`config.mk`:
```
export PLATFORM = sky130hd
export DESIGN_NAME = video_layer_pipeline
export DESIGN_NICKNAME = d
export VERILOG_FILES = /design/src/rtl/video_pkg.sv /design/src/rtl/stream_fifo.sv /design/src/rtl/video_layer_pipeline.sv
export SDC_FILE = /design/constraint.sdc
export NUM_CORES = 1
export LEC_CHECK = 0
export BUFFER_PORTS_ARGS = -buffer_cell sky130_fd_sc_hd__buf_2
export CAP_MARGIN = 10
export CELL_PAD_IN_SITES_DETAIL_PLACEMENT = 0
export CELL_PAD_IN_SITES_GLOBAL_PLACEMENT = 1
export CORE_MARGIN = 2
export CORE_UTILIZATION = 47
export DETAILED_ROUTE_END_ITERATION = 10
export PLACE_DENSITY = 0.76
export SKIP_LAST_GASP = 1
export SLEW_MARGIN = 20
export SYNTH_ARGS = -nofsm -noshare
export SYNTH_HDL_FRONTEND = slang
export SYNTH_SLANG_ARGS = --single-unit
export TNS_END_PERCENT = 30
```
`constraint.sdc`:
```
create_clock -name clk -period 3.1 [get_ports clk]
set_input_delay 0.155 -clock clk [delete_from_list [all_inputs] [get_ports clk]]
set_output_delay 0.155 -clock clk [all_outputs]
set_load 0.01 [all_outputs]
```
`src/rtl/video_pkg.sv`:
```
// Shared defaults and pixel/coordinate types for the layered video pipeline.
package video_pkg;

    localparam int DEF_CD   = 12;
    localparam int DEF_HMAX = 640;
    localparam int DEF_VMAX = 480;
    localparam int DEF_KEY  = 0;

    typedef logic [DEF_CD-1:0] rgb_t;

    typedef struct packed {
        rgb_t rgb;
        logic sof;
    } pix_s;

    typedef logic [10:0] coord_t;

endpackage

```
`src/rtl/stream_fifo.sv`:
```
// Synchronous show-ahead FIFO with full/empty flags and occupancy count.
module stream_fifo #(
    parameter int WIDTH = 8,
    parameter int DEPTH = 8
) (
    input  logic                     clk,
    input  logic                     rst_n,
    input  logic                     wr_en,
    input  logic [WIDTH-1:0]         wr_data,
    input  logic                     rd_en,
    output logic [WIDTH-1:0]         rd_data,
    output logic                     full,
    output logic                     empty,
    output logic [$clog2(DEPTH):0]   count
);

    localparam int AW = $clog2(DEPTH);

    logic [WIDTH-1:0] mem [DEPTH];
    logic [AW-1:0]    wr_ptr;
    logic [AW-1:0]    rd_ptr;
    logic             do_wr;
    logic             do_rd;

    assign full  = count == (AW+1)'(DEPTH);
    assign empty = count == '0;
    assign do_wr = wr_en && !full;
    assign do_rd = rd_en && !empty;

    // Head word is gated so the output reads zero while empty.
    assign rd_data = empty ? '0 : mem[rd_ptr];

    always_ff @(posedge clk) begin
        if (do_wr) begin
            mem[wr_ptr] <= wr_data;
        end
    end

    always_ff @(posedge clk or negedge rst_n) begin
        if (!rst_n) begin
            wr_ptr <= '0;
            rd_ptr <= '0;
            count  <= '0;
        end else begin
            if (do_wr) wr_ptr <= wr_ptr + AW'(1);
            if (do_rd) rd_ptr <= rd_ptr + AW'(1);
            count <= count + (AW+1)'(do_wr) - (AW+1)'(do_rd);
        end
    end

endmodule

```
`src/rtl/video_layer_pipeline.sv`:
```
// Scan counter, layer tag pipe, priority/key compositor and credit-gated
// output FIFO producing a {rgb, sof} stream.
module video_layer_pipeline
    import video_pkg::*;
#(
    parameter int CD         = DEF_CD,
    parameter int HMAX       = DEF_HMAX,
    parameter int VMAX       = DEF_VMAX,
    parameter int LAYERS     = 4,
    parameter int LAT        = 4,
    parameter int FIFO_DEPTH = 8,
    parameter int KEY_COLOR  = DEF_KEY
) (
    input  logic                 clk,
    input  logic                 reset_sys,
    input  logic [LAYERS-1:0]    layer_en,
    input  logic [CD-1:0]        bg_rgb,
    output logic [10:0]          x,
    output logic [10:0]          y,
    output logic                 coord_valid,
    input  logic [LAYERS*CD-1:0] layer_rgb,
    output logic [CD:0]          so_data,
    output logic                 so_valid,
    input  logic                 so_ready,
    output logic                 frame_start,
    output logic [15:0]          frame_cnt
);

    localparam int CW = $clog2(FIFO_DEPTH) + 1;
    localparam int TW = LAYERS + 2;

    logic [CW-1:0]     credit;
    logic              issue;
    logic              pop;
    logic              at_origin;
    logic              x_last;
    logic              y_last;
    logic [LAYERS-1:0] en_q;
    logic [LAYERS-1:0] en_use;
    logic [TW-1:0]     tag_q [LAT];
    logic              tag_v;
    logic              tag_sof;
    logic [LAYERS-1:0] tag_en;
    logic [CD-1:0]     mix_rgb;
    logic              comp_v;
    logic              comp_sof;
    logic [CD-1:0]     comp_rgb;
    logic              fifo_full;
    logic              fifo_empty;
    logic [CW-1:0]     fifo_cnt;

    // Reset gates issue so nothing leaves the counter while held.
    assign issue       = reset_sys && (credit < CW'(FIFO_DEPTH));
    assign pop         = so_valid && so_ready;
    assign at_origin   = (x == '0) && (y == '0);
    assign x_last      = x == 11'(HMAX - 1);
    assign y_last      = y == 11'(VMAX - 1);
    assign coord_valid = issue;
    assign frame_start = issue && at_origin;
    assign en_use      = frame_start ? layer_en : en_q;

    always_ff @(posedge clk or negedge reset_sys) begin
        if (!reset_sys) begin
            x         <= '0;
            y         <= '0;
            frame_cnt <= '0;
            en_q      <= '0;
        end else if (issue) begin
            if (frame_start) en_q <= layer_en;
            if (x_last) begin
                x <= '0;
                if (y_last) begin
                    y         <= '0;
                    frame_cnt <= frame_cnt + 16'd1;
                end else begin
                    y <= y + 11'd1;
                end
            end else begin
                x <= x + 11'd1;
            end
        end
    end

    always_ff @(posedge clk or negedge reset_sys) begin
        if (!reset_sys) begin
            credit <= '0;
        end else begin
            credit <= credit + CW'(issue) - CW'(pop);
        end
    end

    always_ff @(posedge clk or negedge reset_sys) begin
        if (!reset_sys) begin
            for (int k = 0; k < LAT; k++) tag_q[k] <= '0;
        end else begin
            tag_q[0] <= {issue, frame_start, en_use};
            for (int k = 1; k < LAT; k++) tag_q[k] <= tag_q[k-1];
        end
    end

    assign {tag_v, tag_sof, tag_en} = tag_q[LAT-1];

    // Highest layer index wins; key colour is see-through.
    always_comb begin
        logic found;
        found   = 1'b0;
        mix_rgb = bg_rgb;
        for (int i = LAYERS - 1; i >= 0; i--) begin
            if (!found && tag_en[i]
                && layer_rgb[i*CD +: CD] != CD'(KEY_COLOR)) begin
                mix_rgb = layer_rgb[i*CD +: CD];
                found   = 1'b1;
            end
        end
    end

    always_ff @(posedge clk or negedge reset_sys) begin
        if (!reset_sys) begin
            comp_v   <= 1'b0;
            comp_sof <= 1'b0;
            comp_rgb <= '0;
        end else begin
            comp_v   <= tag_v;
            comp_sof <= tag_sof;
            comp_rgb <= mix_rgb;
        end
    end

    stream_fifo #(
        .WIDTH (CD + 1),
        .DEPTH (FIFO_DEPTH)
    ) u_fifo (
        .clk     (clk),
        .rst_n   (reset_sys),
        .wr_en   (comp_v),
        .wr_data ({comp_rgb, comp_sof}),
        .rd_en   (pop),
        .rd_data (so_data),
        .full    (fifo_full),
        .empty   (fifo_empty),
        .count   (fifo_cnt)
    );

    assign so_valid = !fifo_empty;

    wr_full_a: assert property (@(posedge clk) disable iff (!reset_sys)
        !(comp_v && fifo_full));

    credit_a: assert property (@(posedge clk) disable iff (!reset_sys)
        credit >= fifo_cnt);

endmodule

```
==> results of run 1 <==
==> per-stage QoR <==
stage / cell area, µm² / hold WS [ns] / instances / power, µW
2_1_floorplan: 8450 / -0.141 / 607 / 5200
3_3_place_gp: 9380 / 0.223 / 953 / 5880
3_5_place_dp: 9380 / 0.228 / 953 / 6010
4_1_cts: 10100 / 0.00168 / 1001 / 8190
5_1_grt: 10100 / 0.0337 / 1001 / 8580
6_report: 10100 / 0.0266 / 1001 / 8080
==> power groups by stage <==
stage	Combinational, µW	Sequential (µW)	Clock (µW)
after floorplan	1560	3640	0
after CTS	2160	3820	2220
after global placement	2060	3830	0
after global routing	2360	3890	2330
final	2110	3810	2160
after detailed placement	2140	3870	0
==> worst paths after layout <==
check | start | endpoint | depth (start not counted)
setup / recovery | u_fifo.rd_ptr[1] | so_data[5] | 5
hold / removal | layer_rgb[11] | comp_rgb[11] | 3
setup reg to reg | u_fifo.count[1] | credit[2] | 11
hold reg to reg | tag_q[21] | tag_q[15] | 0
max in group asynchronous | reset_sys | tag_q[19] | 4
min in group asynchronous | reset_sys | y[0] | 3
==> critical path: stages, from the launching register on <==
cell and delay [ns]:
dfrtp_1 0.76, buf_4 0.33, mux4_2 0.32, mux2i_1 0.18
nor2_1 0.09, buf_2 0.15
==> cell usage in the layout (no fill, tap or decap), types with 5 or more instances in the layout <==
cell             n
o21ai_0         22
mux4_2          26
nand3_1          7
o21ai_1          8
nand2_1         48
o31a_1          13
clkinv_8         5
nor4_1          13
inv_1           31
xnor2_1         17
buf_4           20
edfxtp_1       104
dlygate4sd3_1   16
ha_1            17
nor2_1          49
nand4_1         13
and4_1           5
nor3_1          21
nand2b_1         5
mux2i_1         13
dfrtp_1         94
buf_2          119
and3_1           7
clkbuf_16       17
xor2_1          21
mux2_2          11
==> kinds of logic (layout without fill, tap and decap cells) <==
logic type      Yosys count  after routing
flops                   198            198
simple gates            189            189
compound gates           59             59
buf+inv                  54            219
mux                      50             50
xor+xnor                 38             38
fa+ha+maj                19             19
==> state kept, by name, summed over array words and instances, names as in the netlist <==
register and cells:
en_q 4, x 11, frame_cnt 16, comp_rgb 12, credit 4, u_fifo.count 4, comp_sof 1, tag_en 4
comp_v 1, u_fifo.wr_ptr 3, y 11, u_fifo.mem 104, u_fifo.rd_ptr 3, tag_q 20
==> timing repair <==
item / 4_1_cts / 5_1_grt
endpoints found under the hold margin: 50 / 0
hold buffers: 16 / 0
resized for setup: 0 / 0
==> final cells by class <==
class                           instances  area share, %
Sequential cell                       198           54.0
Clock buffer                           17           4.19
Timing Repair Buffer                  155           8.93
Tap cell                              229           2.82
Inverter                               32           1.18
Multi-Input combinational cell        355           27.2
Clock inverter                         15           1.71
==> layer usage <==
metal	track usage [%]	up-vias	wire [µm]
met4	7.79	0	341
met1	26.4	2729	7800
li1	-	2534	-
met2	32.2	191	8950
met3	4.68	25	1050
met5	0	-	0
==> results.sh, run 1 <==
export IMPL_outcome="completed"
export IMPL_grt_max_degree=64
export IMPL_fillers=1473
export IMPL_io_pins=121
export IMPL_htree_levels=4
export IMPL_slew_viol_final=0
export IMPL_syn_avg_cell_area_um2=13.9
export IMPL_p_leak_uw=0.00429
export IMPL_ys_top_cells_by_count="edfxtp_1 (104), dfrtp_1 (94), nor2_1 (49)"
export IMPL_intPower_uw=5500
export IMPL_vias_per_cell=5.47
export IMPL_end_kind="output pin"
export IMPL_cp_required_ns=2.94
export IMPL_die_area_um2=19100
export IMPL_cp_start_kind="flop"
export IMPL_core_area_um2=17800
export IMPL_grt_use_total_pct=19.9
export IMPL_cts_sinks=198
export IMPL_numCtsBuffers=17
export IMPL_rows=49
export IMPL_ir_drop_mv=0.536
export IMPL_synth_xor_area_share_pct=3.94
export IMPL_switching_power_uw=2580
export IMPL_synthSimpleGateAreaFrac_pct=11.2
export IMPL_hold_path_class="input pin to flop"
export IMPL_synth_compound_area_share_pct=4.50
export IMPL_yosys_most_used_dff="edfxtp_1"
export IMPL_antenna_found_initial=0
export IMPL_ys_seq_area_share_pct=64.8
export IMPL_dp_slack_ns=0.733
export IMPL_setup_ws_ns=0.684
export IMPL_grt_pass1_wl_um=29700
export IMPL_synth_largest_area_cell="edfxtp_1"
export IMPL_grt_ovfl_total=0
export IMPL_multiInputGateArea_um2=2760
export IMPL_first_pass_iters=5
export IMPL_cts_root_buffer="clkbuf_16"
export IMPL_post_cts_setup_buffers=0
export IMPL_hold_viol_final=0
export IMPL_dpl_hpwl_um=12800
export IMPL_synth_edf_count=104
export IMPL_chipHeight_um=138
export IMPL_synth_seq_cells=198
export IMPL_drv_cap=0
export IMPL_cp_max_fo=14
export IMPL_synth_area_leaders="edfxtp_1 (37%), dfrtp_1 (28%), mux4_2 (6.9%)"
export IMPL_wl_per_cell_um=18.1
export IMPL_worst_pin_slew_ns=0.946
export IMPL_clk_pin_slew_ns=0.07
export IMPL_initial_core_util_pct=47.5
export IMPL_port_buffers=120
export IMPL_final_period_utilization_pct=77.9
export IMPL_cts_max_path_buffers=2
export IMPL_gp_congestion=0.906
export IMPL_drc_errors=0
export IMPL_grt_pass1_vias=5690
export IMPL_yosys_warnings=0
export IMPL_finalCriticalPeriod_ns=2.42
export IMPL_syn_area_um2=8450
export IMPL_vias=5479
export IMPL_setup_violations=0
export IMPL_synth_most_common_cell="edfxtp_1"
export IMPL_post_synth_top_area_fraction_pct=37.0
export IMPL_worstPathArrival_ns=2.26
export IMPL_drive_above_1_share_pct=27.6
export IMPL_antenna_left=0
export IMPL_p_clk_share_pct=26.7
export IMPL_clk_latency_ns=0.44
export IMPL_rsz0062_at_grt="false"
export IMPL_synth_adder_area_share_pct=2.99
export IMPL_regArea_um2=5480
export IMPL_area_growth_pct=20.1
export IMPL_drt_wl_total_um=18100
export IMPL_p_seq_share_pct=47.2
export IMPL_worstSetupPathType="flop to output pin"
export IMPL_switching_share_pct=31.9
export IMPL_powerDensity_nw_per_um2=796
export IMPL_fin_setup_tns_ns=0
export IMPL_synth_top_family_by_area="simple AND/OR/NAND/NOR gates"
export IMPL_n_antenna_cell=0
export IMPL_drtIter0Drc=356
export IMPL_tritoncts="done"
export IMPL_async_flop_share_pct=47.5
export IMPL_syn_nets=693
export IMPL_synth_cell_type_count=46
export IMPL_final_nets=845
export IMPL_fmax_mhz=414
export IMPL_reg2reg_slack_ns=0.80
export IMPL_slew_headroom_pct=37.0
export IMPL_power_frac_comb_pct=26.2
export IMPL_muxShareOfSynthArea_pct=9.94
export IMPL_die_x_um=138
export IMPL_post_route_util_pct=57.1
export IMPL_synthCells=607
export IMPL_fin_skew_ns=0.0158
Power figures use the tool's default switching activity.
==> run 2: changes to the inputs <==
- clock period: 3.1 -> 2.4 ns (I/O delays scaled with it)
==> run 2 against run 1 <==
Compared with the run above:
- utilization grew 1.0 points
- register-to-register slack worse by 0.62 ns
- largest cell class unchanged
- hold slack got worse by 0.0056 ns
- flip-flop and latch count stayed put
- critical endpoint is now frame_start
- routed wire length is 1.0% higher
- final area is 1.8% higher
- first-iteration DRC count shrank 22%
- power rose by 33%
- combinational power increased by 41%
- critical path depth decreased by 1
- final cell count is 1.9% higher
- largest power group unchanged
- sequential power is 27% higher
==> results.sh, run 2 (same netlist as run 1, synthesis figures left out) <==
export IMPL_dp_slack_ns=0.181
export IMPL_post_cts_setup_buffers=0
export IMPL_final_period_utilization_pct=92.8
export IMPL_port_buffers=120
export IMPL_top_regs="u_fifo.mem (104), tag_q (20), frame_cnt (16)"
export IMPL_dpl_hpwl_um=12800
export IMPL_setup_violations=0
export IMPL_wl_per_cell_um=18.0
export IMPL_rsz0062_at_grt="true"
export IMPL_io_pins=121
export IMPL_cpMaxStageDelayCell="or4_1"
export IMPL_drc_errors=0
export IMPL_multiInputGateArea_um2=2760
export IMPL_die_x_um=138
export IMPL_numCtsBuffers=17
export IMPL_slew_headroom_pct=56.0
export IMPL_hold_path_class="input pin to flop"
export IMPL_worstSetupPathType="flop to output pin"
export IMPL_vias_per_cell=5.48
export IMPL_antenna_left=0
export IMPL_cts_root_buffer="clkbuf_16"
export IMPL_tritoncts="done"
export IMPL_timing_rr_end="comp_rgb[8]"
export IMPL_regMostFlops="u_fifo.mem"
export IMPL_grt_use_total_pct=19.8
export IMPL_totalPowerFinal_uw=10700
export IMPL_hp_start="layer_rgb[23]"
export IMPL_cts_sinks=198
export IMPL_initial_core_util_pct=47.5
export IMPL_slew_viol_final=0
export IMPL_core_area_um2=17800
export IMPL_fin_skew_ns=0.00898
export IMPL_area_growth_pct=22.4
export IMPL_grt_max_degree=53
export IMPL_layout_commonest_cell="buf_2"
export IMPL_drt_wl_total_um=18300
export IMPL_drive_above_1_share_pct=29.0
export IMPL_first_pass_iters=5
export IMPL_hold_end="comp_rgb[11]"
export IMPL_gp_congestion=0.891
export IMPL_regArea_um2=5480
export IMPL_rows=49
export IMPL_r2r_start="tag_en[3]"
export IMPL_fmax_mhz=449
export IMPL_ir_drop_mv=0.660
export IMPL_grt_pass1_wl_um=29600
export IMPL_hold_viol_final=0
export IMPL_die_area_um2=19100
export IMPL_antenna_found_initial=0
export IMPL_fillers=1442
export IMPL_largest_register_ffs=104
export IMPL_p_leak_uw=0.00440
export IMPL_worst_pin_slew_ns=0.660
export IMPL_drv_cap=0
export IMPL_hold_slack_ns=0.0210
export IMPL_drtIter0Drc=277
export IMPL_fin_setup_tns_ns=0
export IMPL_final_nets=864
export IMPL_clk_pin_slew_ns=0.08
export IMPL_powerDensity_nw_per_um2=1040
export IMPL_cp_required_ns=2.28
export IMPL_cp_start_kind="flop"
export IMPL_n_antenna_cell=0
export IMPL_cpPeakStageDelay_ns=0.55
export IMPL_holdPathStages=3
export IMPL_setup_ws_ns=0.173
export IMPL_end_kind="output pin"
export IMPL_cp_max_fo=8
export IMPL_grt_ovfl_total=0
export IMPL_final_cell_mix="buf_2 (119), edfxtp_1 (104), dfrtp_1 (94)"
export IMPL_path_cells="or4_1 -> nor4_1 -> and4_1 -> buf_2"
export IMPL_cts_max_path_buffers=2
export IMPL_chipHeight_um=138
export IMPL_reg2reg_depth=6
export IMPL_vias=5587
export IMPL_clk_latency_ns=0.43
export IMPL_worstPathArrival_ns=2.11
export IMPL_htree_levels=4
export IMPL_grt_pass1_vias=5618
export IMPL_finalCriticalPeriod_ns=2.23
export IMPL_reg2reg_slack_ns=0.18
export IMPL_outcome="completed"
==> run 2: cell count changes in the layout (fill, tap and decap cells not counted), sizes merged <==
cell,change
bufinv,+1
clkinv,-1
buf,+15
dlygate4sd3,+4
==> run 2: worst max path at each step <==
stage,from,endpoint,cells after the start
after floorplan,u_fifo.count[2],u_fifo.mem[1][0],5
after CTS,u_fifo.count[1],u_fifo.count[3],11
after global placement,x[7],frame_cnt[7],6
after detailed placement,u_fifo.count[1],u_fifo.count[2],11
final,y[6],frame_start,4
after global routing,tag_en[3],comp_rgb[7],6
==> run 2: final cells by class <==
type                       instances  area share, %
multi-input combinational        355           26.7
inverter                          32           1.16
tap                              229           2.77
timing repair buffer             174           10.4
clock buffer                      17           4.12
clock inverter                    15           1.91
sequential                       198           53.0
==> run 2: critical path: cells and delay by family, from the launching register on <==
family,cells,cell delay [ns]
buf+inv,1,0.15
flops,1,0.48
simple gates,3,1.05
==> run 2: per-stage QoR <==
step	instance area [µm²]	instances	utilization, %
after floorplan	8450	607	-
after global placement	9510	968	53.5
after detailed placement	9510	968	53.5
after CTS	10300	1020	58.1
after global routing	10300	1020	58.1
final	10300	1020	58.1
==> run 2: per-layer routing <==
metal	share of wire, %	track usage [%]	up-vias
met5	0	0	-
met4	0.97	4.56	0
met3	5.6	5.06	17
met2	48	31.6	156
met1	45	27.9	2839
li1	-	-	2575
==> run 2: timing repair <==
item / 4_1_cts / 5_1_grt
gates resized for setup: 0 / 1
hold buffers: 20 / 0
hold endpoints to repair: 63 / 0
endpoints found under the setup margin: 0 / 3
==> run 2: where the power goes <==
group / switching, µW / internal, µW / leakage [µW]
Combinational: 1510 / 1470 / 0.00194
Sequential: 487 / 4340 / 0.00216
Clock: 1380 / 1520 / 0.000305
Total: 3380 / 7330 / 0.00440
==> run 3: changes to the inputs <==
- ABC_AREA: not set -> 1
- CORE_UTILIZATION: 47 -> 45
==> run 3 against run 2 <==
Compared with the run above:
- first-iteration DRC count grew 55%
- global-route usage shrank 0.60 points
- register-to-register slack gained 0.12 ns
- worst setup slack gained 0.0072 ns
- flip-flop and latch count is the same
- final area grew 5.1%
- largest power group unchanged
- maximum frequency grew 0.32%
- routed wire length grew 8.7%
- die area grew 12%
==> results.sh, run 3 <==
export IMPL_grt_pass1_wl_um=32700
export IMPL_die_x_um=146
export IMPL_dpl_hpwl_um=13900
export IMPL_setup_violations=0
export IMPL_antenna_left=0
export IMPL_post_cts_setup_buffers=0
export IMPL_drc_errors=0
export IMPL_post_synth_top_area_fraction_pct=34.5
export IMPL_drive_above_1_share_pct=19.1
export IMPL_p_leak_uw=0.00487
export IMPL_cts_root_buffer="clkbuf_16"
export IMPL_fin_skew_ns=0.00982
export IMPL_cp_buffers_inverters=3
export IMPL_design_area_um2=10900
export IMPL_timing_rr_end="u_fifo.count[1]"
export IMPL_synth_area_leaders="edfxtp_1 (34%), dfrtp_1 (26%), nor2_1 (7.6%)"
export IMPL_synth_compound_area_share_pct=6.29
export IMPL_drt_wl_total_um=19900
export IMPL_outcome="completed"
export IMPL_wl_per_cell_um=14.7
export IMPL_busiest_layer="met2"
export IMPL_synth_xor_area_share_pct=3.10
export IMPL_port_buffers=120
export IMPL_synth_edf_count=104
export IMPL_grt_use_met3_pct=4.39
export IMPL_vias=6627
export IMPL_slew_viol_final=0
export IMPL_synthCells=925
export IMPL_path_cells="inv_2 -> buf_12 -> nor2_1 -> o32ai_1 -> o21ai_0 -> nor2_1 -> buf_2"
export IMPL_cpPeakStageDelay_ns=0.49
export IMPL_cp_top_family="buffers and inverters"
export IMPL_fmax_mhz=451
export IMPL_synth_adder_area_share_pct=2.79
export IMPL_place_area_um2=10100
export IMPL_largest_register_ffs=104
export IMPL_hold_path_class="input pin to flop"
export IMPL_tritoncts="done"
export IMPL_rsz0062_at_grt="false"
export IMPL_fin_setup_tns_ns=0
export IMPL_reg2reg_slack_ns=0.30
export IMPL_ir_drop_mv=0.575
export IMPL_cts_sinks=198
export IMPL_core_area_um2=19600
export IMPL_top_regs="u_fifo.mem (104), tag_q (20), frame_cnt (16)"
export IMPL_drtIter0Drc=430
export IMPL_vias_per_cell=4.91
export IMPL_regMostFlops="u_fifo.mem"
export IMPL_hold_viol_final=0
export IMPL_slew_headroom_pct=52.4
export IMPL_synth_seq_cells=198
export IMPL_clk_latency_ns=0.43
export IMPL_cp_required_ns=2.28
export IMPL_initial_core_util_pct=46.2
export IMPL_grt_ovfl_total=0
export IMPL_yosys_warnings=0
export IMPL_ys_top_cells_by_count="nor2_1 (184), nand2_1 (175), edfxtp_1 (104)"
export IMPL_numCtsBuffers=17
export IMPL_cp_max_fo=53
export IMPL_powerDensity_nw_per_um2=954
export IMPL_end_kind="output pin"
export IMPL_cpMaxStageDelayCell="dfrtp_2"
export IMPL_chipHeight_um=146
export IMPL_worstPathArrival_ns=2.10
export IMPL_drv_cap=0
export IMPL_finalCriticalPeriod_ns=2.22
export IMPL_synth_top_family_by_area="simple AND/OR/NAND/NOR gates"
export IMPL_grt_pass1_vias=6481
export IMPL_totalPowerFinal_uw=10400
export IMPL_r2r_start="u_fifo.count[2]"
export IMPL_cp_start_kind="flop"
export IMPL_final_nets=1159
export IMPL_gp_congestion=0.833
export IMPL_worst_pin_slew_ns=0.714
export IMPL_n_antenna_cell=0
export IMPL_path_common_cell="nor2_1"
export IMPL_first_pass_iters=6
export IMPL_grt_use_total_pct=19.2
export IMPL_area_growth_pct=20.0
export IMPL_yosys_most_used_dff="edfxtp_1"
export IMPL_async_flop_share_pct=47.5
export IMPL_final_period_utilization_pct=92.5
export IMPL_reg2reg_depth=11
export IMPL_syn_avg_cell_area_um2=9.79
export IMPL_rows=51
export IMPL_synthSimpleGateAreaFrac_pct=22.8
export IMPL_htree_levels=4
export IMPL_grt_max_degree=59
export IMPL_io_pins=121
export IMPL_synth_largest_area_cell="edfxtp_1"
export IMPL_cts_max_path_buffers=2
export IMPL_grt_use_met1_pct=27.0
export IMPL_syn_area_um2=9050
export IMPL_muxShareOfSynthArea_pct=0
export IMPL_antenna_found_initial=0
export IMPL_hp_start="layer_rgb[12]"
export IMPL_final_cell_mix="nor2_1 (184), nand2_1 (175), buf_2 (119)"
export IMPL_use_met2_pct=30.4
export IMPL_syn_nets=1011
export IMPL_clk_pin_slew_ns=0.07
export IMPL_die_area_um2=21300
export IMPL_layout_commonest_cell="nor2_1"
export IMPL_hold_end="comp_rgb[0]"
export IMPL_synth_cell_type_count=40
export IMPL_worstSetupPathType="flop to output pin"
export IMPL_ys_seq_area_share_pct=60.5
export IMPL_holdPathStages=5
export IMPL_synth_most_common_cell="nor2_1"
run 3: cell types whose count changed after synthesis, sizes merged, moves of 7 or more:
cell   change
nor4      -10
buf        +8
o21ai     +28
xnor2     -10
o31a      -13
nor2     +141
mux2i     -13
and3       -7
mux2      -11
inv       +32
mux4      -26
nand2    +132
nand3     +65
o32ai     +26
run 3: metal layers:
metal | part of all wire (%) | routed length, µm | vias to the layer above
met5 | 0 | 0 | -
met4 | 0.80 | 159 | 0
met3 | 4.7 | 928 | 13
met2 | 46 | 9250 | 137
met1 | 48 | 9580 | 3076
li1 | - | - | 3401
run 3: final cells by class:
cell class,count,area (µm²)
inverter,64,241
multi-input combinational,627,3170
clock buffer,17,425
sequential,198,5480
tap,265,332
fill,1767,8720
clock inverter,15,204
timing repair buffer,165,1020
run 3: kinds of logic after synthesis:
kind of cell,Yosys count
and+or+nand+nor,484
xor gates and xnor gates,32
DFF,198
AOI/OAI and AO/OA,92
adders and majority gates,19
buffers and inverters,100
run 3: where the power goes:
part | leakage, µW | internal, µW | switching [µW]
registers | 0.00210 | 4000 | 270
clock network | 0.000308 | 1690 | 1310
logic | 0.00246 | 1210 | 1890
run 3: worst max path at each step:
stage                      from  cells past startpoint          endpoint
2_1_floorplan   u_fifo.count[2]                      8  u_fifo.mem[4][0]
3_3_place_gp    u_fifo.count[2]                     11   u_fifo.count[2]
3_5_place_dp    u_fifo.count[2]                     11   u_fifo.count[1]
4_1_cts        u_fifo.rd_ptr[0]                      7       so_data[10]
5_1_grt        u_fifo.rd_ptr[0]                      7       so_data[10]
6_report       u_fifo.rd_ptr[0]                      7       so_data[11]
run 3: through the flow:
stage,utilization (%),worst slack (ns),instances,hold slack (ns)
floorplan,-,0.168,925,-0.176
global placement,51.4,0.359,1302,0.220
detailed placement,51.4,0.297,1302,0.222
CTS,55.5,0.105,1351,0.00856
global route,55.5,0.0449,1351,0.0291
finish,55.5,0.181,1351,0.0240
run 3: what timing repair did:
item,CTS,global route
resized for setup,0,1
hold buffers,17,0
endpoints found under the setup margin,0,2
endpoints found under the hold margin,56,0
run 3: worst register-to-register path: stages (launching register included):
cell and delay [ns]:
dfrtp_1 0.36, inv_1 0.10, ha_1 0.16, nand3_1 0.09
nand2_1 0.12, inv_1 0.10, ha_1 0.27, inv_1 0.05
ha_1 0.15, inv_1 0.06, fa_1 0.48, inv_1 0.04
